## config.mk

```make
export PLATFORM = sky130hd
export DESIGN_NAME = cnn_pixel_fetch
export DESIGN_NICKNAME = d
export VERILOG_FILES = /design/src/rtl/cnn_pkg.sv /design/src/rtl/cnn_word_unpacker.sv /design/src/rtl/cnn_pixel_fetch.sv
export SDC_FILE = /design/constraint.sdc
export NUM_CORES = 1
export LEC_CHECK = 0
export ABC_AREA = 1
export CAP_MARGIN = 0
export CORE_MARGIN = 8
export CORE_UTILIZATION = 41
export DETAILED_ROUTE_END_ITERATION = 8
export PLACE_DENSITY = 0.86
export SYNTH_ARGS = -nofsm -noshare
export SYNTH_HDL_FRONTEND = slang
export SYNTH_SLANG_ARGS = --single-unit
```

## constraint.sdc

```tcl
create_clock -name clk_i -period 1.5 [get_ports clk_i]
set_clock_uncertainty 0.05 [all_clocks]
set_input_delay 0.15 -clock clk_i [delete_from_list [all_inputs] [get_ports clk_i]]
set_output_delay 0.15 -clock clk_i [all_outputs]
set_load 0.1 [all_outputs]
```

## src/rtl/cnn_pkg.sv

```systemverilog
// Shared types and constants for the CNN accelerator input fetch path.
package cnn_pkg;

  typedef enum logic [2:0] {
    S_IDLE  = 3'd0,
    S_REQ   = 3'd1,
    S_WAIT  = 3'd2,
    S_DRAIN = 3'd3,
    S_DONE  = 3'd4
  } fetch_state_t;

  localparam int unsigned PIX_PER_WORD = 4;
  localparam logic [3:0]  OBI_BE_FULL  = 4'hF;

endpackage

```

## src/rtl/cnn_word_unpacker.sv

```systemverilog
// Holds one fetched 32-bit word and hands its bytes out little-endian, byte 0 first.
module cnn_word_unpacker
  import cnn_pkg::*;
#(
  parameter int unsigned DATA_WIDTH = 8
) (
  input  logic                  clk_i,
  input  logic                  rst_ni,
  input  logic                  i_load,
  input  logic [31:0]           i_word,
  input  logic                  i_pop,
  output logic [DATA_WIDTH-1:0] o_pixel,
  output logic                  o_last
);

  logic [31:0] r_word;
  logic [1:0]  r_byte_idx;

  always_ff @(posedge clk_i or negedge rst_ni) begin
    if (!rst_ni) begin
      r_word     <= '0;
      r_byte_idx <= '0;
    end else if (i_load) begin
      r_word     <= i_word;
      r_byte_idx <= '0;
    end else if (i_pop) begin
      r_byte_idx <= r_byte_idx + 2'd1;
    end
  end

  assign o_pixel = r_word[{r_byte_idx, 3'b000} +: DATA_WIDTH];
  assign o_last  = (r_byte_idx == 2'(PIX_PER_WORD - 1));

endmodule

```

## src/rtl/cnn_pixel_fetch.sv

```systemverilog
// Reads an IMG_W x IMG_H 8-bit image over OBI and streams it out pixel by pixel.
// Define CNN_FETCH_PERF_EN to build the busy-but-no-handshake stall counter.
module cnn_pixel_fetch
  import cnn_pkg::*;
#(
  parameter int unsigned DATA_WIDTH = 8,
  parameter int unsigned ADDR_WIDTH = 32,
  parameter int unsigned IMG_W      = 28,
  parameter int unsigned IMG_H      = 28
) (
  input  logic                  clk_i,
  input  logic                  rst_ni,
  input  logic                  start_i,
  input  logic [ADDR_WIDTH-1:0] base_addr_i,
  output logic                  busy_o,
  output logic                  done_o,
  output logic                  obi_req_o,
  input  logic                  obi_gnt_i,
  output logic [ADDR_WIDTH-1:0] obi_addr_o,
  output logic                  obi_we_o,
  output logic [3:0]            obi_be_o,
  output logic [31:0]           obi_wdata_o,
  input  logic                  obi_rvalid_i,
  input  logic [31:0]           obi_rdata_i,
  output logic [DATA_WIDTH-1:0] pixel_o,
  output logic                  pixel_valid_o,
  input  logic                  pixel_ready_i,
  output logic [31:0]           stall_cnt_o
);

  localparam int unsigned NPIX = IMG_W * IMG_H;
  localparam int unsigned PCW  = $clog2(NPIX + 1);

  fetch_state_t          r_state, w_state_nxt;
  logic [ADDR_WIDTH-1:0] r_addr;
  logic [PCW-1:0]        r_pix_left;
  logic                  w_start, w_hs, w_load, w_last_byte;

  assign w_start = (r_state == S_IDLE) && start_i;
  assign w_hs    = (r_state == S_DRAIN) && pixel_ready_i;
  assign w_load  = (r_state == S_WAIT) && obi_rvalid_i;

  always_ff @(posedge clk_i or negedge rst_ni) begin
    if (!rst_ni) begin
      r_state    <= S_IDLE;
      r_addr     <= '0;
      r_pix_left <= '0;
    end else begin
      r_state <= w_state_nxt;
      if (w_start) begin
        r_addr     <= base_addr_i & ~ADDR_WIDTH'(3);
        r_pix_left <= PCW'(NPIX);
      end else begin
        if ((r_state == S_REQ) && obi_gnt_i) r_addr <= r_addr + ADDR_WIDTH'(4);
        if (w_hs) r_pix_left <= r_pix_left - PCW'(1);
      end
    end
  end

  // Pixel count reaching zero wins over the word boundary, so a partial last word ends the frame.
  always_comb begin
    w_state_nxt   = r_state;
    busy_o        = 1'b1;
    done_o        = 1'b0;
    obi_req_o     = 1'b0;
    pixel_valid_o = 1'b0;
    case (r_state)
      S_IDLE: begin
        busy_o = 1'b0;
        if (start_i) w_state_nxt = S_REQ;
      end
      S_REQ: begin
        obi_req_o = 1'b1;
        if (obi_gnt_i) w_state_nxt = S_WAIT;
      end
      S_WAIT: begin
        if (obi_rvalid_i) w_state_nxt = S_DRAIN;
      end
      S_DRAIN: begin
        pixel_valid_o = 1'b1;
        if (pixel_ready_i) begin
          if (r_pix_left == PCW'(1)) w_state_nxt = S_DONE;
          else if (w_last_byte)      w_state_nxt = S_REQ;
        end
      end
      S_DONE: begin
        done_o      = 1'b1;
        w_state_nxt = S_IDLE;
      end
      default: begin
        busy_o      = 1'b0;
        w_state_nxt = S_IDLE;
      end
    endcase
  end

  assign obi_addr_o  = r_addr;
  assign obi_we_o    = 1'b0;
  assign obi_be_o    = OBI_BE_FULL;
  assign obi_wdata_o = '0;

  cnn_word_unpacker #(
    .DATA_WIDTH(DATA_WIDTH)
  ) u_unpack (
    .clk_i  (clk_i),
    .rst_ni (rst_ni),
    .i_load (w_load),
    .i_word (obi_rdata_i),
    .i_pop  (w_hs),
    .o_pixel(pixel_o),
    .o_last (w_last_byte)
  );

`ifdef CNN_FETCH_PERF_EN
  logic [31:0] r_stall_cnt;

  always_ff @(posedge clk_i or negedge rst_ni) begin
    if (!rst_ni) begin
      r_stall_cnt <= '0;
    end else if (w_start) begin
      r_stall_cnt <= '0;
    end else if (busy_o && !w_hs && (r_stall_cnt != '1)) begin
      r_stall_cnt <= r_stall_cnt + 32'd1;
    end
  end

  assign stall_cnt_o = r_stall_cnt;
`else
  assign stall_cnt_o = '0;
`endif

endmodule

```

==> results.md, run 1 <==
- Register area share after synthesis: 37.6%
- Die ar.: 16300 µm²
- Top cell type's share of synthesized area: 37.6%
- Switching part of the total: 54.3%
- Vias in the first global route: 5981
- Mapped Cells: 752
- TritonCTS buffer count: 9
- Leak: 4.39 nW
- Failing checks: setup timing
- Clock latency on the worst-skew pair: 360 ps
- Largest net degree at the start of global routing: 33
- Final net count: 1043
- Dpl hpwl: 12400 µm
- Drt total wl: 23000 µm
- Most common cell after layout, fill and taps aside: nand2_1
- Crit Path Category: reg -> out
- Critical Path RT: 1300 ps
- Worst reg2reg startpoint: r_state[0]$_DFFE_PN0P_
- Sequential share of power: 18.1%
- Inserted Diodes: 0
- Power Internal: 11.2 mW
- Layout area overhead: 80.6%
- I/O pin cnt: 183
- CTS Root Cell: clkbuf_16
- Synth area leader: dfrtp_1
- DRC violations left: 0
- CP arrival: 1600 ps
- Net Switching: 13.3 mW
- Iter 0 DRT Violations: 962
- Fraction of layout cells with a size suffix above 1: 42.1%
- Max Freq: 0.556 GHz
- Worst-path fanout max: 6
- Peak supply drop: 2.71 mV
- R2R cell count: 10
- Warnings from Yosys: 0
- Max-slew violation count: 0
- Dpl cells: 1087
- Chip height: 128 µm
- DR WL/cell: 20.1 µm
- Reg-to-reg setup timing slack: -280 ps
- Pre-antenna DRT Iters: 7
- CTS tree: built
- All-Layer GR Usage: 22.8%
- CP endpoint kind: output pin
- Grt ovf: 0
- Commonest cells after routing, fill and taps aside: nand2_1, conb_1, clkdlybuf4s50_1
- Row count: 41
- Flops & latches, synth: 77
- Unique masters post-synth: 33
- Pwr Density: 2660 nW/µm²
- Synth area leaders: dfrtp_1, nand2_1, buf_4
- Layout fillers: 800
- Clock transition at path regs: 70 ps
- Vias: 6216
- Routability Congestion: 0.928
- Post-route ant nets: 0
- CTS H-tree lvls: 3
- Min setup slack post-route: -298 ps
- Worst R2R End: obi_addr_o[31]$_DFFE_PN0P_
- Startpoint Class: register
- Max-cap violations: 0
- Avg Inst Size Synth: 6.81 µm²
- Clock sink count: 77
- PortBufs: 109
- Hold WC Path Type: in -> async
- Logic gate share of total power: 72.3%
- Global-route wire length before repair: 29600 µm
- Die W: 128 µm
- Syn Std Cell Area: 5120 µm²
- RSZ-0062 raised after global routing: yes
- CORE AREA: 12400 µm²
- Vias per inst: 5.42
- Non-Filler Instances: 1146
- Initial core utilization: 41.2%
- Hold_ws: 209 ps
- TNS Setup: -15060 ps
- Clock buffer depth: 2
- Setup-failing EPs final: 88
- Status: complete, but fails checks
- Initial antenna violation count: 0
- Final period util: 120%
- Clk network pwr share: 9.6%
- Period minus WS final: 1800 ps
- Fin. Hold Viols: 0
## worst max path at each step
stage                                                   from                    endpoint  slack [ps]  cells after the start
after detailed placement                             start_i  obi_addr_o[17]$_DFFE_PN0P_        -130                      7
after global placement                               start_i   r_pix_left[9]$_DFFE_PN0P_         -80                      7
final                     u_unpack.r_byte_idx[0]$_DFFE_PN0P_                  pixel_o[4]        -300                      4
after floorplan                       r_state[1]$_DFFE_PN0P_                      busy_o        -650                      2
after global routing                  r_state[0]$_DFFE_PN0P_  obi_addr_o[15]$_DFFE_PN0P_        -360                      8
after CTS                 u_unpack.r_byte_idx[0]$_DFFE_PN0P_                  pixel_o[3]        -220                      5
## metrics by stage
stage	util [%]	setup WS (ps)	area, µm²	total power, mW
after global placement	60.1	-77.4	7460	18.1
after CTS	67.3	-219	8350	22.1
after floorplan	-	-646	5780	13.2
after detailed placement	60.1	-131	7460	18.3
after global routing	74.5	-362	9250	25.4
final	74.5	-298	9250	24.6
## registers in the layout (all words and copies together), names as in the netlist
| name | count |
|---|---|
| obi_addr_o | 30 |
| r_pix_left | 10 |
| r_state | 3 |
| u_unpack.r_byte_idx | 2 |
| u_unpack.r_word | 32 |
## per-layer routing
layer / wire, µm / vias up / track usage (%)
li1: - / 2665 / -
met1: 7580 / 2866 / 24.9
met2: 11400 / 520 / 39.4
met3: 2410 / 165 / 6.20
met4: 1610 / 0 / 12.9
met5: 0 / - / 0
## cell type report
| type | count | area, µm² | area share (%) |
|---|---|---|---|
| inverters | 73 | 330 | 3.57 |
| repair inverters | 2 | 22.5 | 0.244 |
| multi-input cells | 580 | 3530 | 38.2 |
| well taps | 172 | 215 | 2.33 |
| clock buffers | 10 | 239 | 2.58 |
| repair buffers | 226 | 2810 | 30.4 |
| flip-flops and latches | 77 | 2030 | 21.9 |
| clock inverters | 6 | 71.3 | 0.771 |
## critical path, stage by stage, from the launching register on
cell and delay, ps:
dfrtp_2 460, buf_6 160, o21ai_1 290, o22ai_4 140, buf_12 190
## power groups by stage
stage	clock network [mW]	registers, mW	logic, mW
6_report	2.37	4.44	17.8
5_1_grt	2.44	4.50	18.5
4_1_cts	2.32	4.25	15.5
3_5_place_dp	0	4.23	14.1
3_3_place_gp	0	4.17	13.9
2_1_floorplan	0	6.68	6.57
## cells by family after synthesis
kind of cell,Yosys count,share of synthesized area [%]
buffers and inverters,164,17.9
xor gates and xnor gates,3,0.513
other,2,0.147
adders and majority gates,4,0.978
AOI/OAI and AO/OA,86,9.29
DFF,77,37.6
and+or+nand+nor,416,33.6
## synth_stat cells
master / count
nor4_1: 1
nand3b_1: 3
a21oi_1: 11
clkbuf_1: 7
nor2_1: 83
nand2_1: 252
o21ai_0: 43
nand2_4: 1
nor2_4: 1
nor3b_1: 1
dfrtp_1: 77
o21a_1: 1
buf_6: 2
a211oi_1: 3
buf_2: 10
buf_4: 72
conb_1: 2
ha_1: 4
nand4_1: 3
nand3_2: 3
nor2_2: 9
inv_4: 1
inv_2: 3
o211ai_1: 1
inv_1: 69
nand2_2: 1
xor2_1: 1
o21ai_1: 6
o21bai_1: 5
nor3_1: 9
xnor2_1: 2
nand3_1: 49
o22ai_1: 16
## repair_timing
action                     4_1_cts  5_1_grt
cloned                           3        9
setup endpoints to repair       30       89
hold buffers                     1        0
pin swaps                       28       44
hold endpoints to repair        50        0
buffers inserted                21       11
resized for setup              103      197
Note: power is estimated with default switching activity, not from simulation.
==> run 2, diff against run 1 <==
- ABC_AREA: 1 -> default
- CORE_UTILIZATION: 41 -> 40
- PLACE_DENSITY: 0.86 -> 0.87
- SETUP_SLACK_MARGIN: default -> 0.3
==> results.md, run 2 <==
- TritonCTS buffer count: 9
- Non-Filler Instances: 862
- PortBufs: 109
- Worst Setup SP: obi_addr_o[6]$_DFFE_PN0P_
- Vias per inst: 6.12
- Clock latency on the worst-skew pair: 350 ps
- CTS tree: built
- Ys async rst share: 100%
- Worst R2R End: obi_addr_o[31]$_DFFE_PN0P_
- All-Layer GR Usage: 26.8%
- Largest register by flop count: u_unpack.r_word
- Drt total wl: 24800 µm
- Synth area leaders: dfrtp_1, buf_4, mux2_2
- Synth area leader: dfrtp_1
- Max-slew violation count: 0
- Post-route ant nets: 0
- Dpl hpwl: 10900 µm
- CORE AREA: 11300 µm²
- Top cell type's share of synthesized area: 42.4%
- Leak: 3.85 nW
- Failing checks: setup timing
- Dpl cells: 762
- Pwr Density: 2290 nW/µm²
- Register area share after synthesis: 42.4%
- Vias: 5278
- Most common cell after layout, fill and taps aside: buf_4
- Crit Path Category: reg -> reg
- Cell Area, Placed: 6970 µm²
- Layout area overhead: 96.5%
- Most instantiated library cell after synthesis: dfrtp_1
- Iter 0 DRT Violations: 540
- RSZ-0062 raised after global routing: yes
- DR WL/cell: 28.7 µm
- Final period util: 153%
- CP arrival: 2490 ps
- Hold WC Path Type: in -> async
- Fraction of layout cells with a size suffix above 1: 57.0%
- Synth Flop Type: dfrtp_1
- Warnings from Yosys: 0
- Clock buffer depth: 2
- Clock transition at path regs: 70 ps
- Final net count: 788
- Reg-to-reg setup timing slack: -790 ps
- Initial core utilization: 40.4%
- CP endpoint kind: register
- Setup-failing EPs final: 89
- Routability Congestion: 0.879
- Max Freq: 0.437 GHz
- Grt ovf: 0
- Fin area: 8940 µm²
- I/O pin cnt: 183
- Inserted Diodes: 0
- Die ar.: 15000 µm²
- Fin. Hold Viols: 0
- Vias in the first global route: 5353
- CTS Root Cell: clkbuf_16
- Mapped Cells: 445
- Startpoint Class: register
- Max-cap violations: 0
- Max FFs per register: 32
- Largest net degree at the start of global routing: 28
- Clock sink count: 77
- Status: complete, but fails checks
- DRC violations left: 0
- Unique masters post-synth: 56
- Global-route wire length before repair: 30700 µm
- Row count: 39
- Min setup slack post-route: -791 ps
- Worst-path fanout max: 3
- Pre-antenna DRT Iters: 7
- Worst reg2reg startpoint: obi_addr_o[6]$_DFFE_PN0P_
- Layout fillers: 546
- Commonest cells after routing, fill and taps aside: buf_4, conb_1, buf_6
- Initial antenna violation count: 1
- Critical Path RT: 1700 ps
- R2R cell count: 6
- Die W: 123 µm
- Commonest cells in the netlist: dfrtp_1, buf_4, nand2_1
- Chip height: 123 µm
- Peak supply drop: 2.08 mV
- Syn Std Cell Area: 4550 µm²
- Avg Inst Size Synth: 10.2 µm²
- Period minus WS final: 2290 ps
- Number of synthesized flops with an enable pin: 0
- CTS H-tree lvls: 3
- DP Worst Slack: -483 ps
- Flops & latches, synth: 77
-- run 2: layout make-up --
class                      instances  area (µm²)  share of cell area [%]
multi-input combinational        336        3060                    34.2
tap                              143         179                    2.00
clock inverter                     6        62.6                   0.700
sequential                        77        2030                    22.7
inverter                           9        33.8                   0.378
timing repair buffer             281        3340                    37.3
clock buffer                      10         239                    2.67
-- run 2: how the worst max path moves through the flow --
| stage | cells after the start | endpoint |
|---|---|---|
| 2_1_floorplan | 5 | obi_addr_o[31]$_DFFE_PN0P_ |
| 6_report | 6 | obi_addr_o[31]$_DFFE_PN0P_ |
| 3_5_place_dp | 7 | obi_addr_o[26]$_DFFE_PN0P_ |
| 3_3_place_gp | 6 | obi_addr_o[18]$_DFFE_PN0P_ |
| 5_1_grt | 7 | obi_addr_o[22]$_DFFE_PN0P_ |
| 4_1_cts | 3 | pixel_o[2] |
-- run 2: cells by family after synthesis --
kind of cell / after synthesis / share of synthesized area, %
DFF: 77 / 42.4
muxes: 41 / 12.1
adders and majority gates: 4 / 1.10
AOI/OAI and AO/OA: 51 / 7.62
other: 2 / 0.165
xor gates and xnor gates: 20 / 3.85
and+or+nand+nor: 149 / 18.4
buffers and inverters: 101 / 14.4
-- run 2: metal layers --
metal	up-vias	GRT usage [%]	wire, µm
met5	-	0	0
met4	0	15.1	2100
met3	212	8.56	2970
met2	546	45.8	11700
met1	2530	29.0	7940
li1	1990	-	-
-- run 2: timing repair --
item / in CTS / in global routing
setup endpoints to repair: 118 / 119
hold buffers: 1 / 0
resized for setup: 141 / 68
gates cloned: 6 / 3
pin swaps: 52 / 41
buffers inserted: 40 / 34
hold endpoints to repair: 77 / 0
-- run 2: worst max-delay path, cell delays in order, from the launching register on --
cell and delay, ps:
dfrtp_4 440, nand4_1 300, nor4_4 420, buf_4 210, nand3_4 100, or4_1 420
o211ai_1 250
-- run 2: stage by stage --
step | util, % | TNS (ps) | total power, mW | hold slack [ps]
after floorplan | - | -12400 | 11.3 | -196
after global placement | 61.9 | -20090 | 15.0 | -1.61
after detailed placement | 61.9 | -22090 | 15.3 | 4.74
after CTS | 73.6 | -16910 | 18.9 | 197
after global routing | 79.3 | -39420 | 20.9 | 217
final | 79.3 | -35950 | 20.5 | 189
-- run 2: where the power goes --
part | internal [mW] | switching [mW]
registers | 3.14 | 1.02
clock network | 1.33 | 0.969
logic | 5.82 | 8.20
total | 10.3 | 10.2
